$ cat src/rtl/rtype_ctrl_sequencer.sv
// Hardwired control sequencer for the phase-1 datapath: fetch, R-type decode and
// T0..T6 control pulse generation for ALU, MUL and DIV instructions.
module rtype_ctrl_sequencer #(
  parameter int unsigned DATA_W    = 32,
  parameter int unsigned NUM_REGS  = 16,
  parameter int unsigned REG_SEL_W = 4,
  parameter int unsigned COUNT_W   = 16
) (
  input  logic                clock,
  input  logic                clear,
  input  logic                run,
  input  logic                mem_ready,
  input  logic [DATA_W-1:0]   ir,
  output logic [NUM_REGS-1:0] reg_in,
  output logic [NUM_REGS-1:0] reg_out,
  output logic                PCout,
  output logic                IncPC,
  output logic                MARin,
  output logic                memRead,
  output logic                MDRin,
  output logic                MDRout,
  output logic                IRin,
  output logic                Yin,
  output logic                Zin,
  output logic                Zhighout,
  output logic                Zlowout,
  output logic                HIin,
  output logic                LOin,
  output logic [4:0]          alu_op,
  output logic                busy,
  output logic                instr_done,
  output logic                illegal_op,
  output logic [COUNT_W-1:0]  instr_count
);

  localparam int unsigned OP_W   = 5;
  localparam int unsigned OP_LSB = DATA_W - OP_W;
  localparam int unsigned RA_LSB = OP_LSB - REG_SEL_W;
  localparam int unsigned RB_LSB = RA_LSB - REG_SEL_W;
  localparam int unsigned RC_LSB = RB_LSB - REG_SEL_W;

  localparam logic [OP_W-1:0] OP_ADD = 5'b00011;
  localparam logic [OP_W-1:0] OP_SUB = 5'b00100;
  localparam logic [OP_W-1:0] OP_AND = 5'b00101;
  localparam logic [OP_W-1:0] OP_OR  = 5'b00110;
  localparam logic [OP_W-1:0] OP_SHR = 5'b00111;
  localparam logic [OP_W-1:0] OP_SHL = 5'b01000;
  localparam logic [OP_W-1:0] OP_ROR = 5'b01001;
  localparam logic [OP_W-1:0] OP_ROL = 5'b01010;
  localparam logic [OP_W-1:0] OP_MUL = 5'b01111;
  localparam logic [OP_W-1:0] OP_DIV = 5'b10000;

  typedef enum logic [3:0] {
    ST_IDLE = 4'd0,
    ST_T0   = 4'd1,
    ST_T1   = 4'd2,
    ST_T2   = 4'd3,
    ST_T3   = 4'd4,
    ST_T4   = 4'd5,
    ST_T5   = 4'd6,
    ST_T5M  = 4'd7,
    ST_T6   = 4'd8
  } state_e;

  state_e               state_q, state_d;
  logic [OP_W-1:0]      opcode_q;
  logic [REG_SEL_W-1:0] ra_q, rb_q, rc_q;
  logic                 illegal_q;
  logic [COUNT_W-1:0]   count_q;

  logic op_legal_c;
  logic op_muldiv_c;
  logic idx_ok_c;
  logic decode_ok_c;
  logic done_c;
  logic unused_ir_low_c;

  // Bits below rc carry no meaning for R-type instructions.
  assign unused_ir_low_c = ^ir[RC_LSB-1:0];

  // Opcode classification from the latched opcode.
  always_comb begin
    op_legal_c  = 1'b0;
    op_muldiv_c = 1'b0;
    case (opcode_q)
      OP_ADD, OP_SUB, OP_AND, OP_OR,
      OP_SHR, OP_SHL, OP_ROR, OP_ROL: op_legal_c = 1'b1;
      OP_MUL, OP_DIV: begin
        op_legal_c  = 1'b1;
        op_muldiv_c = 1'b1;
      end
      default: op_legal_c = 1'b0;
    endcase
  end

  // Register index range check only exists when a field can exceed the file.
  if (2 ** REG_SEL_W > NUM_REGS) begin : g_idx_chk
    assign idx_ok_c = (32'(ra_q) < NUM_REGS) &&
                      (32'(rb_q) < NUM_REGS) &&
                      (32'(rc_q) < NUM_REGS);
  end else begin : g_idx_all
    assign idx_ok_c = 1'b1;
  end

  assign decode_ok_c = op_legal_c && idx_ok_c;
  assign done_c      = (state_q == ST_T5) || (state_q == ST_T6);

  // State register.
  always_ff @(posedge clock or posedge clear) begin
    if (clear) begin
      state_q <= ST_IDLE;
    end else begin
      state_q <= state_d;
    end
  end

  // Next-state logic.
  always_comb begin
    state_d = state_q;
    case (state_q)
      ST_IDLE: if (run && !illegal_q) state_d = ST_T0;
      ST_T0:   state_d = ST_T1;
      ST_T1:   if (mem_ready) state_d = ST_T2;
      ST_T2:   state_d = ST_T3;
      ST_T3:   state_d = decode_ok_c ? ST_T4 : ST_IDLE;
      ST_T4:   state_d = op_muldiv_c ? ST_T5M : ST_T5;
      ST_T5:   state_d = run ? ST_T0 : ST_IDLE;
      ST_T5M:  state_d = ST_T6;
      ST_T6:   state_d = run ? ST_T0 : ST_IDLE;
      default: state_d = ST_IDLE;
    endcase
  end

  // IR fields are captured on the T2->T3 edge, after the IR load.
  always_ff @(posedge clock or posedge clear) begin
    if (clear) begin
      opcode_q <= '0;
      ra_q     <= '0;
      rb_q     <= '0;
      rc_q     <= '0;
    end else if (state_q == ST_T2) begin
      opcode_q <= ir[OP_LSB +: OP_W];
      ra_q     <= ir[RA_LSB +: REG_SEL_W];
      rb_q     <= ir[RB_LSB +: REG_SEL_W];
      rc_q     <= ir[RC_LSB +: REG_SEL_W];
    end
  end

  // Sticky illegal flag and retired-instruction counter.
  always_ff @(posedge clock or posedge clear) begin
    if (clear) begin
      illegal_q <= 1'b0;
      count_q   <= '0;
    end else begin
      if ((state_q == ST_T3) && !decode_ok_c) begin
        illegal_q <= 1'b1;
      end
      if (done_c) begin
        count_q <= count_q + COUNT_W'(1);
      end
    end
  end

  // Moore output decode.
  always_comb begin
    reg_in     = '0;
    reg_out    = '0;
    PCout      = 1'b0;
    IncPC      = 1'b0;
    MARin      = 1'b0;
    memRead    = 1'b0;
    MDRin      = 1'b0;
    MDRout     = 1'b0;
    IRin       = 1'b0;
    Yin        = 1'b0;
    Zin        = 1'b0;
    Zhighout   = 1'b0;
    Zlowout    = 1'b0;
    HIin       = 1'b0;
    LOin       = 1'b0;
    alu_op     = '0;
    instr_done = 1'b0;
    busy       = (state_q != ST_IDLE);
    illegal_op = illegal_q;
    case (state_q)
      ST_T0: begin
        PCout = 1'b1;
        MARin = 1'b1;
        IncPC = 1'b1;
      end
      ST_T1: begin
        memRead = 1'b1;
        MDRin   = 1'b1;
      end
      ST_T2: begin
        MDRout = 1'b1;
        IRin   = 1'b1;
      end
      ST_T3: begin
        if (decode_ok_c) begin
          reg_out = NUM_REGS'(1) << rb_q;
          Yin     = 1'b1;
        end else begin
          illegal_op = 1'b1;
        end
      end
      ST_T4: begin
        reg_out = NUM_REGS'(1) << rc_q;
        Zin     = 1'b1;
        alu_op  = opcode_q;
      end
      ST_T5: begin
        Zlowout    = 1'b1;
        reg_in     = NUM_REGS'(1) << ra_q;
        instr_done = 1'b1;
      end
      ST_T5M: begin
        Zlowout = 1'b1;
        LOin    = 1'b1;
      end
      ST_T6: begin
        Zhighout   = 1'b1;
        HIin       = 1'b1;
        instr_done = 1'b1;
      end
      default: ;
    endcase
  end

  assign instr_count = count_q;

endmodule

$ cat config.mk
export PLATFORM = sky130hd
export DESIGN_NAME = rtype_ctrl_sequencer
export DESIGN_NICKNAME = d
export VERILOG_FILES = /design/src/rtl/rtype_ctrl_sequencer.sv
export SDC_FILE = /design/constraint.sdc
export NUM_CORES = 1
export LEC_CHECK = 0
export BUFFER_PORTS_ARGS = -buffer_cell sky130_fd_sc_hd__buf_2
export CAP_MARGIN = 20
export CORE_MARGIN = 5
export CORE_UTILIZATION = 51
export CTS_CLUSTER_DIAMETER = 40
export CTS_CLUSTER_SIZE = 10
export DETAILED_ROUTE_END_ITERATION = 10
export HOLD_SLACK_MARGIN = 0.08
export PLACE_DENSITY = 0.85
export SLEW_MARGIN = 40
export SYNTH_ARGS = -nofsm -noshare
export SYNTH_HDL_FRONTEND = slang
export SYNTH_SLANG_ARGS = --single-unit
export TNS_END_PERCENT = 5
$ cat constraint.sdc
create_clock -name clock -period 4.3 [get_ports clock]
set_clock_uncertainty 0.1 [all_clocks]
set_input_delay 0.43 -clock clock [delete_from_list [all_inputs] [get_ports clock]]
set_output_delay 0.43 -clock clock [all_outputs]
set_load 0.1 [all_outputs]
==> reports/metrics.yaml <==
floorplanning:
  start_util_pct: 52.8
  io_pins: 105
  die_y_um: 77.4
  row_count: 24
  die-area_um2: 5980
  coreArea_um2: 4380
  die_w_um: 77.4
clocking:
  cts_buffer_depth: 2
  htree_num_levels: 2
  cts_num_sinks: 38
  cts-resized-gates: 0
  clk_latency_ps: 290
  cts_made_buffers: 5
  cts-root-buf: "clkbuf_8"
  clk_pin_slew_worst_paths_ps: 80
  ctsHoldBuffers: 0
  cts_setup_buffers: 0
  cts_tree: "built"
place:
  post-dp-hpwl_um: 4040
  place_congestion: 0.988
  pre_cts_slack_ps: 1480
  placed_area_um2: 2770
  place.port_buffers: 89
synthesis:
  synth_flop_cell: "dfrtp_1"
  seq_area_frac_synth_pct: 41.1
  synth_fp_nets: 273
  netlist_area_um2: 2310
  avgSynthCellArea_um2: 9.80
  yosysWarnings: 0
  synth_cells: 236
  synth-edff-count: 0
  async_reset_ff_share_pct: 100
  synth-seq-cells: 38
  synth_cell_types: 48
worst_setup_path:
  critical_path_required_ps: 3770
  cp_top_family: "compound AO/OA/AOI/OAI gates"
  cp_max_fo: 17
  end_kind: "output pin"
  worstSetupPathType: "flop to output pin"
  startpoint_type: "flop"
  path_cells: "and4b_1, a2111oi_4, o21ai_2, o41ai_1, buf_2"
  slowest_delay_ps: 500
  critPathBufInv: 1
  cp_slowest_cell: "buf_2"
  worstPathArrival_ps: 2630
global_routing:
  antenna_found_initial: 0
  grt_pass1_wl_um: 9210
  grt_max_degree: 39
  grt_pass1_vias: 1958
  gr-total-overflow: 0
  grt_use_total_pct: 18.4
sta:
  max_slew_margin_pct: 58.2
  rsz0062_at_grt: "false"
  hold_violations: 0
  post-route-min-period_ps: 3160
  setup-violations-final: 0
  tightest_slew_ps: 627
  fin_ws_ps: 1140
  fin_crit_sh_pct: 73.6
  fmax_mhz: 316
  slew_violations: 0
  hold_ws_ps: 133
min_path:
  hold_path.class: "input port to async pin"
routing:
  drt_iter0_drc: 87
  postRouteAntennaNets: 0
  route.final.wire_length_um: 5340
  num_vias: 2071
  wl_per_cell_um: 14.2
  drc: 0
  vias_per_cell: 5.51
  drt-pass1-iter-count: 4
cells_and_area:
  synthToLayoutAreaGrowth_pct: 26.0
  insertedDiodeCount: 0
  nets: 360
  final_cell_mix: "buf_2, dfrtp_1, nand2_1"
  layout_commonest_cell: "buf_2"
  utilization_pct: 66.5
  final_cell_area_um2: 2910
  drive_above_1_share_pct: 39.2
pwr:
  max-vdd-ir-drop_mv: 0.654
  power_leakage_nw: 1.43
  p_per_area_nw_per_um2: 779
run:
  maxCapViolations: 0
status:
  outcome: "completed"
## final timing paths
path | end | cells after the start | startpoint | slack (ps)
min in group clock | ra_q[0] | 2 | ir[23] | 270
worst max-delay path | reg_out[9] | 5 | opcode_q[2] | 1140
worst max register to register | instr_count[15] | 4 | state_q[1] | 2110
worst min-delay path | instr_count[9] | 3 | clear | 130
worst min register to register | instr_count[15] | 1 | instr_count[15] | 390
max in group asynchronous | rb_q[0] | 3 | clear | 3640
## per-layer routing
layer	track usage, %	vias to the layer above	part of all wire (%)	wire [µm]
li1	-	1018	-	-
met5	0	-	0	0
met1	22.5	973	43	2280
met2	30.9	76	48	2580
met4	5.33	0	0.51	27
met3	6.25	4	8.5	455
## through the flow
stage | TNS [ps] | instances | power, mW
2_1_floorplan | -1100 | 236 | 1.74
3_3_place_gp | 0 | 368 | 1.88
3_5_place_dp | 0 | 368 | 1.91
4_1_cts | 0 | 376 | 2.29
5_1_grt | 0 | 376 | 2.41
6_report | 0 | 376 | 2.27
## state kept, by name (all words and copies together) (netlist names)
register	cells
ra_q	4
illegal_q	1
state_q	4
instr_count	16
rb_q	4
opcode_q	5
rc_q	4
## kinds of logic after synthesis
| group | after synthesis | share of synthesized area, % |
|---|---|---|
| simple gates | 112 | 26.3 |
| fa+ha+maj | 1 | 0.541 |
| compound gates | 33 | 12.8 |
| flops | 38 | 41.1 |
| buf+inv | 18 | 4.33 |
| mux | 19 | 9.19 |
| xor+xnor | 15 | 5.68 |
## Yosys cell counts (2+ instances only)
cell / instances / area [µm²]
buf_4: 6 / 45.0
a2111oi_4: 3 / 82.6
and2_1: 9 / 56.3
nand2_1: 26 / 97.6
nor3b_1: 2 / 15.0
nand2b_1: 9 / 56.3
or3_1: 3 / 18.8
nor3_1: 8 / 40.0
o41ai_1: 2 / 17.5
clkbuf_1: 2 / 7.51
o21ai_0: 5 / 25.0
inv_1: 7 / 26.3
nand4bb_1: 2 / 22.5
o31ai_1: 12 / 90.1
a21o_1: 2 / 15.0
xnor2_1: 13 / 114
and4b_1: 2 / 20.0
nand3_1: 9 / 45.0
mux2_2: 18 / 203
nor2b_1: 2 / 12.5
xor2_1: 2 / 17.5
buf_2: 2 / 10.0
a21oi_1: 2 / 10.0
nor2_1: 22 / 82.6
nand4_1: 5 / 31.3
dfrtp_1: 38 / 951
and4_1: 2 / 17.5
## area by class of cell
cell class	count	area, µm²
Fill cell	353	1470
Multi-Input combinational cell	180	1270
Sequential cell	38	951
Timing Repair Buffer	91	460
Clock buffer	6	82.6
Tap cell	52	65.1
Clock inverter	2	60.1
Inverter	7	26.3
## worst reg2reg max path: cells and delay by family, from the launching register on
kind            cells  cell delay [ps]
compound gates      1              560
flops               1              550
simple gates        2              700
xor+xnor            1              160
## where the power goes
part,leakage [nW],switching (mW),total [mW],internal [mW]
clock network,0.0714,0.122,0.370,0.247
registers,0.480,0.213,0.689,0.476
logic,0.874,0.899,1.21,0.311
Note: power is estimated with default switching activity, not from simulation.
